`config.mk`:
```
export PLATFORM = sky130hd
export DESIGN_NAME = ghost_mode_sched
export DESIGN_NICKNAME = d
export VERILOG_FILES = /design/src/rtl/ghost_mode_sched.sv
export SDC_FILE = /design/constraint.sdc
export NUM_CORES = 1
export LEC_CHECK = 0
export ABC_AREA = 1
export CAP_MARGIN = 20
export CORE_AREA = 2 2 86 88
export CTS_CLUSTER_SIZE = 10
export DETAILED_ROUTE_END_ITERATION = 16
export DIE_AREA = 0 0 88 90
export MAX_ROUTING_LAYER = met4
export PLACE_DENSITY = 0.79
export RECOVER_POWER = 100
export SETUP_SLACK_MARGIN = 0.2
export SYNTH_ARGS = -nofsm -noshare
export SYNTH_HDL_FRONTEND = slang
export SYNTH_SLANG_ARGS = --single-unit
```
`constraint.sdc`:
```
create_clock -name frame_clk -period 3 [get_ports frame_clk]
set_input_delay 0.6 -clock frame_clk [delete_from_list [all_inputs] [get_ports frame_clk]]
set_output_delay 0.6 -clock frame_clk [all_outputs]
set_load 0.005 [all_outputs]
```
`src/rtl/ghost_mode_sched.sv`:
```
// Frame-rate scheduler for the four ghost movers: scatter/chase waves, frightened overlay,
// staggered pen release and eat-score index. release_en is the per-ghost release mask ("release" is reserved).
module ghost_mode_sched #(
    parameter int TW            = 10,
    parameter int SCAT_FRAMES   = 210,
    parameter int CHASE_FRAMES  = 600,
    parameter int NUM_WAVES     = 3,
    parameter int FRIGHT_FRAMES = 180,
    parameter int BLINK_FRAMES  = 60,
    parameter int REL_GAP       = 90
) (
    input  logic       frame_clk,
    input  logic       Reset,
    input  logic       over,
    input  logic       player_move,
    input  logic       pellet,
    input  logic [3:0] ghost_eaten,
    output logic [3:0] release_en,
    output logic       chase,
    output logic [3:0] blue,
    output logic       blink,
    output logic [1:0] eat_idx
);

    localparam logic [TW-1:0] SCAT_LAST   = TW'(SCAT_FRAMES - 1);
    localparam logic [TW-1:0] CHASE_LAST  = TW'(CHASE_FRAMES - 1);
    localparam logic [TW-1:0] WAVE_END    = TW'(NUM_WAVES);
    localparam logic [TW-1:0] FR_LAST     = TW'(FRIGHT_FRAMES - 1);
    localparam logic [TW-1:0] BLINK_START = TW'(FRIGHT_FRAMES - BLINK_FRAMES);
    localparam logic [TW-1:0] GAP1        = TW'(REL_GAP);
    localparam logic [TW-1:0] GAP2        = TW'(2 * REL_GAP);
    localparam logic [TW-1:0] REL_MAX     = TW'(3 * REL_GAP);

    typedef enum logic [1:0] {
        IDLE          = 2'd0,
        SCATTER       = 2'd1,
        CHASE         = 2'd2,
        CHASE_FOREVER = 2'd3
    } state_t;

    state_t        state_r;
    logic [TW-1:0] mode_cnt_r;
    logic [TW-1:0] rel_cnt_r;
    logic [TW-1:0] fr_cnt_r;
    logic [TW-1:0] wave_r;

    logic [TW-1:0] rel_next_s;
    logic [3:0]    release_next_s;
    logic [3:0]    hits_s;
    logic [3:0]    blue_left_s;
    logic [3:0]    blue_next_s;
    logic [TW-1:0] fr_next_s;
    logic          blink_next_s;
    logic [1:0]    eat_next_s;

    // Saturating add of the number of ghosts caught this frame to the score index.
    function automatic logic [1:0] eat_sum(input logic [1:0] cur, input logic [3:0] hits);
        logic [2:0] s;
        s = 3'(cur) + 3'(hits[0]) + 3'(hits[1]) + 3'(hits[2]) + 3'(hits[3]);
        return (s > 3'd3) ? 2'd3 : s[1:0];
    endfunction

    // Release counter runs every active frame and saturates once the last ghost is out.
    always_comb begin
        rel_next_s     = rel_cnt_r;
        release_next_s = release_en;
        if (rel_cnt_r != REL_MAX) begin
            rel_next_s = rel_cnt_r + TW'(1);
        end else begin
            rel_next_s = rel_cnt_r;
        end
        release_next_s = release_en | {rel_next_s == REL_MAX, rel_next_s == GAP2,
                                       rel_next_s == GAP1, 1'b0};
    end

    // Frightened overlay: pellet reload beats eating; timeout or last catch ends it.
    always_comb begin
        hits_s       = ghost_eaten & blue;
        blue_left_s  = blue & ~hits_s;
        blue_next_s  = blue;
        fr_next_s    = fr_cnt_r;
        blink_next_s = blink;
        eat_next_s   = eat_idx;
        if (pellet) begin
            blue_next_s  = release_en;
            fr_next_s    = '0;
            blink_next_s = 1'b0;
            eat_next_s   = 2'd0;
        end else if (blue != 4'b0000) begin
            eat_next_s = eat_sum(eat_idx, hits_s);
            if ((fr_cnt_r == FR_LAST) || (blue_left_s == 4'b0000)) begin
                blue_next_s  = 4'b0000;
                fr_next_s    = '0;
                blink_next_s = 1'b0;
            end else begin
                blue_next_s  = blue_left_s;
                fr_next_s    = fr_cnt_r + TW'(1);
                blink_next_s = (fr_cnt_r + TW'(1)) >= BLINK_START;
            end
        end else begin
            blue_next_s = blue;
        end
    end

    // Mode FSM and all registered outputs; the mode timer holds while any ghost is blue.
    always_ff @(posedge frame_clk) begin
        if (Reset || over) begin
            state_r    <= IDLE;
            mode_cnt_r <= '0;
            rel_cnt_r  <= '0;
            fr_cnt_r   <= '0;
            wave_r     <= '0;
            release_en <= 4'b0000;
            chase      <= 1'b0;
            blue       <= 4'b0000;
            blink      <= 1'b0;
            eat_idx    <= 2'd0;
        end else begin
            if (state_r != IDLE) begin
                rel_cnt_r  <= rel_next_s;
                release_en <= release_next_s;
                blue       <= blue_next_s;
                fr_cnt_r   <= fr_next_s;
                blink      <= blink_next_s;
                eat_idx    <= eat_next_s;
            end
            case (state_r)
                IDLE: begin
                    if (player_move) begin
                        state_r    <= SCATTER;
                        mode_cnt_r <= '0;
                        rel_cnt_r  <= '0;
                        release_en <= 4'b0001;
                        chase      <= 1'b0;
                    end
                end
                SCATTER: begin
                    if (blue == 4'b0000) begin
                        if (mode_cnt_r == SCAT_LAST) begin
                            state_r    <= CHASE;
                            chase      <= 1'b1;
                            mode_cnt_r <= '0;
                        end else begin
                            mode_cnt_r <= mode_cnt_r + TW'(1);
                        end
                    end
                end
                CHASE: begin
                    if (blue == 4'b0000) begin
                        if (mode_cnt_r == CHASE_LAST) begin
                            wave_r     <= wave_r + TW'(1);
                            mode_cnt_r <= '0;
                            if ((wave_r + TW'(1)) == WAVE_END) begin
                                state_r <= CHASE_FOREVER;
                                chase   <= 1'b1;
                            end else begin
                                state_r <= SCATTER;
                                chase   <= 1'b0;
                            end
                        end else begin
                            mode_cnt_r <= mode_cnt_r + TW'(1);
                        end
                    end
                end
                CHASE_FOREVER: begin
                    chase <= 1'b1;
                end
                default: begin
                    state_r <= IDLE;
                end
            endcase
        end
    end

endmodule

```
==> flow_metrics.tcl, run 1 <==
set metrics [dict create \
    utilization 0.543 \
    netlist_instances 520 \
    worstPathRequired_ns 3.21 \
    area_growth_syn_to_layout_pct 11.2 \
    rsz0062_at_grt "false" \
    die_x_um 88 \
    holdPathStages 2 \
    synth_seq_area_share 0.315 \
    fin_ws_ns 0.406 \
    min_period_ns 2.59 \
    hold_path.class "flop to flop" \
    crit_path_start_kind "input port" \
    ctsResizeCount 0 \
    cts.clk_slew.worst_paths_ns 0.11 \
    synth_top_family_by_area "simple AND/OR/NAND/NOR gates" \
    track_usage 0.207 \
    insertedDiodeCount 0 \
    rrSetupSlack_ns 0.43 \
    synth_common_cells "nand2_1, inv_1, dfxtp_1, nor2_1, a21oi_1" \
    num_vias 3249 \
    cap_violations 0 \
    power_density_mw_per_mm2 349 \
    final_cells 641 \
    die_h_um 90 \
    firstDrtPassIters 5 \
    path_delay_family "adder cells" \
    clk_latency_ns 0.32 \
    syn_area_mm2 0.00343 \
    internal-power_w 0.000960 \
    nets 566 \
    grt_pass1_wl_um 13300 \
    synth_cell_types 37 \
    synth_top_area_share 0.315 \
    r2r-start "state_r[1]$_SDFFE_PP0P_" \
    final_max_slew_viol_count 0 \
    r2r.worst_path.cells 10 \
    yosys.area_share.simple 0.365 \
    whs_ns 0.487 \
    portBuffers 20 \
    drive_above_1_share 0.0683 \
    setup_viol 0 \
    detail-route-antenna-nets 0 \
    avgSynthCellArea_um2 6.60 \
    pwr-share-seq 0.549 \
    grt_pass1_vias 3150 \
    cp_num_buf_inv 3 \
    drt_iter0_drc 228 \
    num_rows 31 \
    worstPathArrival_ns 2.81 \
    min_period_over_period 0.865 \
    synth-seq-cells 54 \
    p_leak_nw 1.53 \
    postCtsSetupRepairBufs 0 \
    core_mm2 0.00702 \
    grt.overflow.total 0 \
    worst_slew_pin_slew_ns 0.852 \
    comb_power_share 0.112 \
    clock-root-buffer "clkbuf_8" \
    path_class "input port to flop" \
    holdBufCountCts 0 \
    power.switching_w 0.000370 \
    hold_end "chase$_SDFFE_PP0P_" \
    yosys.area.top_type "dfxtp_1" \
    place_ws_ns 0.0750 \
    start_util 0.489 \
    dp_hpwl_um 5600 \
    status "complete, no violations" \
    yosysMostFrequentCell "nand2_1" \
    r2r-end "mode_cnt_r[6]$_SDFFE_PP0P_" \
    via_per_inst 5.07 \
    numCtsBuffers 5 \
    synth_edf_count 0 \
    hold_viol_final 0 \
    grt_max_degree 22 \
    synth_mux_area_frac 0 \
    synth_compound_area_frac 0.123 \
    crit_chain "clkdlybuf4s50_1, nand2_1, inv_1, fa_1, inv_1, fa_1, fa_1, nand2_1, nand2_1, a21oi_1" \
    worstHoldStart "chase$_SDFFE_PP0P_" \
    synthArstFlopShare 0 \
    fill_cells 661 \
    synth-main-ff-cell "dfxtp_1" \
    end_kind "flop" \
    cp_slowest_stage_delay_ns 0.51 \
    synth_adder_area_share 0.0649 \
    max_freq_mhz 386 \
    gp_congestion 0.863 \
    ys_top_cells_by_area "dfxtp_1, nand2_1, inv_1" \
    peakVddDrop_v 0.000206 \
    die_area_mm2 0.00792 \
    ios 21 \
    routedWlPerCell_um 11.6 \
    cts_tree "done" \
    slew_headroom 0.432 \
    drt_wl_total_um 7420 \
    synth_xor_xnor_area_share 0.0303 \
    dp.cells 633 \
    synth_nets 545 \
    cts_num_sinks 54 \
    swShare 0.278 \
    clkPwrFrac 0.339 \
    drc 0 \
    slowest_stage "fa_1" \
    antenna_found_initial 0 \
    fin_tns_setup_ns 0 \
    clockBufferDepth 2 \
    fin_skew_ns 0.0109 \
    cts-htree-levels 2 \
    yosysWarnings 0 \
    crit_fanout 3 \
]
## layout by cell type, fill, tap and decap left out, types with 2 or more instances in the layout
cell type	n
nor3_4	2
o21ai_0	18
nand2_1	141
nand2_2	4
dlygate4sd3_1	13
nor2_4	3
nor2_2	3
buf_4	2
xor2_1	10
a211oi_1	2
ha_1	13
nor3_1	6
o21bai_1	2
clkdlybuf4s50_1	7
dfxtp_1	54
fa_1	3
clkbuf_8	6
nor3_2	2
inv_2	4
nand3_1	35
nand4_1	15
nor2_1	55
inv_1	77
a21oi_1	47
## worst min-delay path, stage by stage (launching register included)
cell and delay [ns]:
dfxtp_1 0.33, nand2_1 0.06, a21oi_1 0.06
## registers in the layout, summed over array words and instances, names as in the netlist
name / count
chase: 1
state_r: 2
wave_r: 10
rel_cnt_r: 10
blue: 4
mode_cnt_r: 10
eat_idx: 2
blink: 1
release_en: 4
fr_cnt_r: 10
## cell type report
class	count	area, um^2	share of cell area
clock buffers	6	82.6	0.0216
clock inverters	2	16.3	0.00426
inverters	82	308	0.0807
multi-input cells	375	1980	0.520
flip-flops and latches	54	1080	0.283
well taps	99	124	0.0325
repair buffers	23	219	0.0574
## worst max-delay path by stage
stage / from / end / slack, ns / cells after the start
finish: ghost_eaten[2] / eat_idx[1]$_SDFFE_PP0P_ / 0.41 / 10
global route: state_r[0]$_SDFFE_PP0P_ / mode_cnt_r[4]$_SDFFE_PP0P_ / 0.18 / 10
CTS: ghost_eaten[2] / eat_idx[1]$_SDFFE_PP0P_ / 0.42 / 10
detailed placement: ghost_eaten[2] / eat_idx[1]$_SDFFE_PP0P_ / 0.08 / 10
global placement: ghost_eaten[2] / eat_idx[1]$_SDFFE_PP0P_ / 0.17 / 10
floorplan: ghost_eaten[2] / eat_idx[1]$_SDFFE_PP0P_ / 0.67 / 9
## cell families after synthesis
family	after synthesis
simple gates	272
compound gates	76
fa+ha+maj	16
buf+inv	91
xor+xnor	11
flops	54
## power by group through the flow
| stage | clock (W) | sequential [W] | combinational [W] |
|---|---|---|---|
| global placement | 0 | 0.000746 | 0.000152 |
| finish | 0.000451 | 0.000730 | 0.000149 |
| detailed placement | 0 | 0.000746 | 0.000155 |
| CTS | 0.000464 | 0.000730 | 0.000155 |
| floorplan | 0 | 0.000744 | 0.000109 |
| global route | 0.000492 | 0.000731 | 0.000167 |
## layer usage
metal,GRT usage,vias to the layer above,wire [um]
li1,-,1691,-
met2,0.358,53,3800
met5,-,-,0
met3,0.0303,2,225
met1,0.254,1503,3370
met4,0.0449,0,27
## per-stage QoR
stage	power [W]	cell area (um^2)
3_5_place_dp	0.000901	3740
5_1_grt	0.00139	3810
4_1_cts	0.00135	3840
3_3_place_gp	0.000897	3740
6_report	0.00133	3810
2_1_floorplan	0.000854	3430
(Power assumes the default switching activity.)
==> inputs of run 2 (changes only) <==
--- a/config.mk
+++ b/config.mk
@@ -7,12 +7,12 @@
 export LEC_CHECK = 0
 export ABC_AREA = 1
 export CAP_MARGIN = 20
-export CORE_AREA = 2 2 86 88
+export CORE_AREA = 2 2 79 81
 export CTS_CLUSTER_SIZE = 10
 export DETAILED_ROUTE_END_ITERATION = 16
-export DIE_AREA = 0 0 88 90
+export DIE_AREA = 0 0 81 83
 export MAX_ROUTING_LAYER = met4
-export PLACE_DENSITY = 0.79
+export PLACE_DENSITY = 0.9
 export RECOVER_POWER = 100
 export SETUP_SLACK_MARGIN = 0.2
 export SYNTH_ARGS = -nofsm -noshare
==> run 2 against run 1 <==
Compared with the run above:
- flip-flop and latch count unchanged
- highest routed layer unchanged
- clock-buffer cell count is 1 higher
- maximum frequency hardly changed
- routed wire length decreased by 0.26%
- sequential share of layout area grew 0.48 points
- critical path depth grew 1
- utilization increased by 10 points
==> flow_metrics.tcl, run 2 (synthesized netlist as in run 1, its figures left out) <==
set metrics [dict create \
    status "complete, no violations" \
    rsz0062_at_grt "false" \
    via_per_inst 5.29 \
    firstDrtPassIters 5 \
    drt_iter0_drc 201 \
    antenna_found_initial 0 \
    gp_congestion 0.861 \
    die_area_mm2 0.00672 \
    grt_pass1_wl_um 12700 \
    min_period_ns 2.59 \
    slew_headroom 0.450 \
    drt_wl_total_um 7400 \
    max_freq_mhz 386 \
    portBuffers 20 \
    clockBufferDepth 2 \
    worstPathRequired_ns 3.25 \
    layout_commonest_cell "nand2_1" \
    nets 566 \
    crit_fanout 12 \
    detail-route-antenna-nets 0 \
    place_ws_ns 0.0964 \
    fin_tns_setup_ns 0 \
    area_growth_syn_to_layout_pct 9.34 \
    dp_hpwl_um 5570 \
    cap_violations 0 \
    crit_path_start_kind "flop" \
    min_period_over_period 0.864 \
    end_kind "flop" \
    num_rows 28 \
    start_util 0.590 \
    clk_latency_ns 0.31 \
    worstPathArrival_ns 2.84 \
    grt_pass1_vias 2956 \
    drc 0 \
    die_h_um 83 \
    ctsResizeCount 0 \
    grt_max_degree 22 \
    holdBufCountCts 0 \
    clock-root-buffer "clkbuf_8" \
    ios 21 \
    p_leak_nw 1.51 \
    cts_num_sinks 54 \
    hold_viol_final 0 \
    cts_tree "done" \
    numCtsBuffers 5 \
    postCtsSetupRepairBufs 0 \
    fin_ws_ns 0.408 \
    path_class "flop to flop" \
    fin_skew_ns 0.00594 \
    peakVddDrop_v 0.000244 \
    insertedDiodeCount 0 \
    drive_above_1_share 0.0628 \
    grt.overflow.total 0 \
    hold_path.class "flop to flop" \
    power_density_mw_per_mm2 340 \
    cts.clk_slew.worst_paths_ns 0.10 \
    worst_slew_pin_slew_ns 0.826 \
    routedWlPerCell_um 12.0 \
    setup_viol 0 \
    core_mm2 0.00582 \
    num_vias 3257 \
    final_max_slew_viol_count 0 \
    die_x_um 81 \
    track_usage 0.238 \
    layout_common_cells "nand2_1, inv_1, nor2_1" \
    cts-htree-levels 2 \
]
## run 2: changes by cell type in the layout (fill, tap and decap cells not counted)
cell        delta
clkbuf_1       +2
a21oi_1        +1
a21oi_4        -1
clkbuf_8       -1
clkinvlp_4     -1
inv_1          -1
inv_2          +1
inv_6          -1
## run 2: layout make-up
class / instances / area, um^2
Inverter: 82 / 308
Tap cell: 75 / 93.8
Multi-Input combinational cell: 375 / 1970
Timing Repair Buffer: 23 / 219
Fill cell: 518 / 2060
Sequential cell: 54 / 1080
Clock buffer: 7 / 76.3
## run 2: final timing paths
kind / from / endpoint / slack (ns) / cells past startpoint
setup / recovery: state_r[0]$_SDFFE_PP0P_ / mode_cnt_r[9]$_SDFFE_PP0P_ / 0.41 / 11
hold / removal: chase$_SDFFE_PP0P_ / chase$_SDFFE_PP0P_ / 0.48 / 2
setup reg to reg: state_r[0]$_SDFFE_PP0P_ / mode_cnt_r[9]$_SDFFE_PP0P_ / 0.41 / 11
hold reg to reg: chase$_SDFFE_PP0P_ / chase$_SDFFE_PP0P_ / 0.48 / 2
## run 2: critical path, cell delays in order, from the launching register on
cell and delay [ns]:
dfxtp_1 0.40, inv_1 0.10, ha_1 0.28, inv_1 0.38, nor2_1 0.29, a21oi_1 0.39, nand2_4 0.17, nor2_1 0.23
nand3_1 0.10, nand2_1 0.07, inv_1 0.03, nor2_1 0.09
## run 2: through the flow
| step | hold WS [ns] | util | cells | cell area [um^2] | power, W |
|---|---|---|---|---|---|
| 2_1_floorplan | 0.458 | - | 520 | 3430 | 0.000854 |
| 3_3_place_gp | 0.464 | 0.637 | 609 | 3710 | 0.000897 |
| 3_5_place_dp | 0.465 | 0.637 | 609 | 3710 | 0.000902 |
| 4_1_cts | 0.486 | 0.651 | 616 | 3780 | 0.00128 |
| 5_1_grt | 0.527 | 0.645 | 616 | 3750 | 0.00132 |
| 6_report | 0.483 | 0.645 | 616 | 3750 | 0.00128 |
## run 2: power by group
group | total (W) | internal, W | switching, W
Combinational | 0.000149 | 0.0000455 | 0.000103
Clock | 0.000399 | 0.000162 | 0.000237
Sequential | 0.000729 | 0.000722 | 0.00000660
## run 2: per-layer routing
metal / global-route usage / routed length, um / vias to the layer above
met4: 0.0524 / 87 / 0
met2: 0.401 / 3610 / 58
met5: - / 0 / -
met3: 0.0457 / 318 / 12
li1: - / - / 1710
met1: 0.293 / 3380 / 1477
==> inputs of run 3 (changes only) <==
--- a/config.mk
+++ b/config.mk
@@ -12,9 +12,10 @@
 export DETAILED_ROUTE_END_ITERATION = 16
 export DIE_AREA = 0 0 81 83
 export MAX_ROUTING_LAYER = met4
-export PLACE_DENSITY = 0.9
+export PLACE_DENSITY = 0.79
 export RECOVER_POWER = 100
 export SETUP_SLACK_MARGIN = 0.2
+export SKIP_CTS_REPAIR_TIMING = 1
 export SYNTH_ARGS = -nofsm -noshare
 export SYNTH_HDL_FRONTEND = slang
 export SYNTH_SLANG_ARGS = --single-unit
==> run 3 against run 2 <==
Compared with the run above:
- combinational power is essentially flat
- sequential power barely moved
- clock power increased by 17%
- register-to-register slack better by 0.02 ns
- routed wire length down 2.2%
- critical path depth down 1
- non-clock buffer count is the same
- total power increased by 5.4%
==> flow_metrics.tcl, run 3 (synthesized netlist as in run 1, its figures left out) <==
set metrics [dict create \
    grt.overflow.total 0 \
    status "complete, no violations" \
    dp_hpwl_um 5400 \
    utilization 0.653 \
    layout_commonest_cell "nand2_1" \
    slew_headroom 0.421 \
    drc 0 \
    rsz0062_at_grt "false" \
    fin_tns_setup_ns 0 \
    hold_viol_final 0 \
    r2r-end "mode_cnt_r[6]$_SDFFE_PP0P_" \
    final_max_slew_viol_count 0 \
    start_util 0.590 \
    nets 566 \
    max_freq_mhz 362 \
    endpoint "eat_idx[1]$_SDFFE_PP0P_" \
    power_density_mw_per_mm2 354 \
    power_w 0.00135 \
    track_usage 0.232 \
    r2r.worst_path.cells 10 \
    path_class "input port to flop" \
    fin_skew_ns 0.00870 \
    numCtsBuffers 5 \
    fill_cells 542 \
    cts.clk_slew.worst_paths_ns 0.09 \
    clk_latency_ns 0.31 \
    insertedDiodeCount 0 \
    min_period_ns 2.76 \
    antenna_found_initial 0 \
    cp_slowest_stage_delay_ns 0.58 \
    setup_viol 0 \
    peakVddDrop_v 0.000226 \
    core_mm2 0.00582 \
    num_rows 28 \
    worstPathRequired_ns 3.19 \
    final_cells 617 \
    clock-root-buffer "clkbuf_8" \
    layout_common_cells "nand2_1, inv_1, nor2_1, dfxtp_1, a21oi_1" \
    rrSetupSlack_ns 0.43 \
    die_area_mm2 0.00672 \
    grt_max_degree 22 \
    dp.cells 609 \
    firstDrtPassIters 4 \
    r2r-start "state_r[0]$_SDFFE_PP0P_" \
    p_leak_nw 1.54 \
    gp_congestion 0.901 \
    crit_chain "dlygate4sd3_1, nand2_1, inv_1, fa_1, inv_1, fa_1, fa_1, nand2_1, nand2_1, a21oi_1" \
    ios 21 \
    area_growth_syn_to_layout_pct 10.7 \
    detail-route-antenna-nets 0 \
    routedWlPerCell_um 11.7 \
    clockBufferDepth 2 \
    drt_wl_total_um 7240 \
    end_kind "flop" \
    grt_pass1_wl_um 12500 \
    min_period_over_period 0.921 \
    worstPathArrival_ns 2.96 \
    die_x_um 81 \
    whs_ns 0.484 \
    crit_path_start "ghost_eaten[2]" \
    portBuffers 20 \
    cts-htree-levels 2 \
    cts_tree "done" \
    hold_path.class "flop to flop" \
    die_h_um 83 \
    crit_fanout 3 \
    grt_pass1_vias 2972 \
    via_per_inst 5.23 \
    drive_above_1_share 0.0683 \
    num_vias 3229 \
    cap_violations 0 \
    crit_path_start_kind "input port" \
    slowest_stage "dlygate4sd3_1" \
    drt_iter0_drc 125 \
    worst_slew_pin_slew_ns 0.868 \
    cts_num_sinks 54 \
]
[run 3: final cells by class]
class	count	area (um^2)	area share
inverters	82	308	0.0810
repair buffers	23	219	0.0576
flip-flops and latches	54	1080	0.285
multi-input cells	375	1990	0.523
clock buffers	8	110	0.0290
well taps	75	93.8	0.0247
[run 3: where the power goes]
group / leakage (nW) / switching [W] / internal [W] / total (W)
registers: 0.435 / 0.00000696 / 0.000722 / 0.000729
logic: 1.04 / 0.000102 / 0.0000464 / 0.000149
clock network: 0.0575 / 0.000234 / 0.000234 / 0.000468
total: 1.54 / 0.000343 / 0.00100 / 0.00135
[run 3: worst min path at each step]
stage                                        start                        to  slack [ns]  depth (start not counted)
after floorplan           fr_cnt_r[8]$_SDFFE_PP0P_  fr_cnt_r[8]$_SDFFE_PP0P_        0.46                          2
after global routing      release_en[2]$_SDFF_PP0_  release_en[2]$_SDFF_PP0_        0.51                          2
after CTS                 release_en[3]$_SDFF_PP0_  release_en[3]$_SDFF_PP0_        0.49                          2
after global placement    release_en[3]$_SDFF_PP0_  release_en[3]$_SDFF_PP0_        0.47                          2
after detailed placement        chase$_SDFFE_PP0P_        chase$_SDFFE_PP0P_        0.47                          2
final                           chase$_SDFFE_PP0P_        chase$_SDFFE_PP0P_        0.48                          2
[run 3: per-layer routing]
layer  global-route usage  vias to the layer above  share of wire  wire length [um]
met4               0.0616                        0          0.014               101
li1                     -                     1688              -                 -
met5                    -                        -              0                 0
met2                0.379                       65           0.47              3370
met1                0.295                     1467           0.48              3490
met3               0.0380                        9          0.038               275
[run 3: critical path, delay by kind of cell]
| kind | cells | cell delay [ns] |
|---|---|---|
| AOI/OAI and AO/OA | 1 | 0.06 |
| and+or+nand+nor | 3 | 0.21 |
| adders and majority gates | 3 | 1.41 |
| buffers and inverters | 3 | 0.69 |
[run 3: per-stage QoR]
step                area, um^2  setup WS [ns]
finish                    3800          0.236
global route              3800          0.147
CTS                       3820          0.390
detailed placement        3710         0.0528
global placement          3710          0.150
floorplan                 3430          0.672
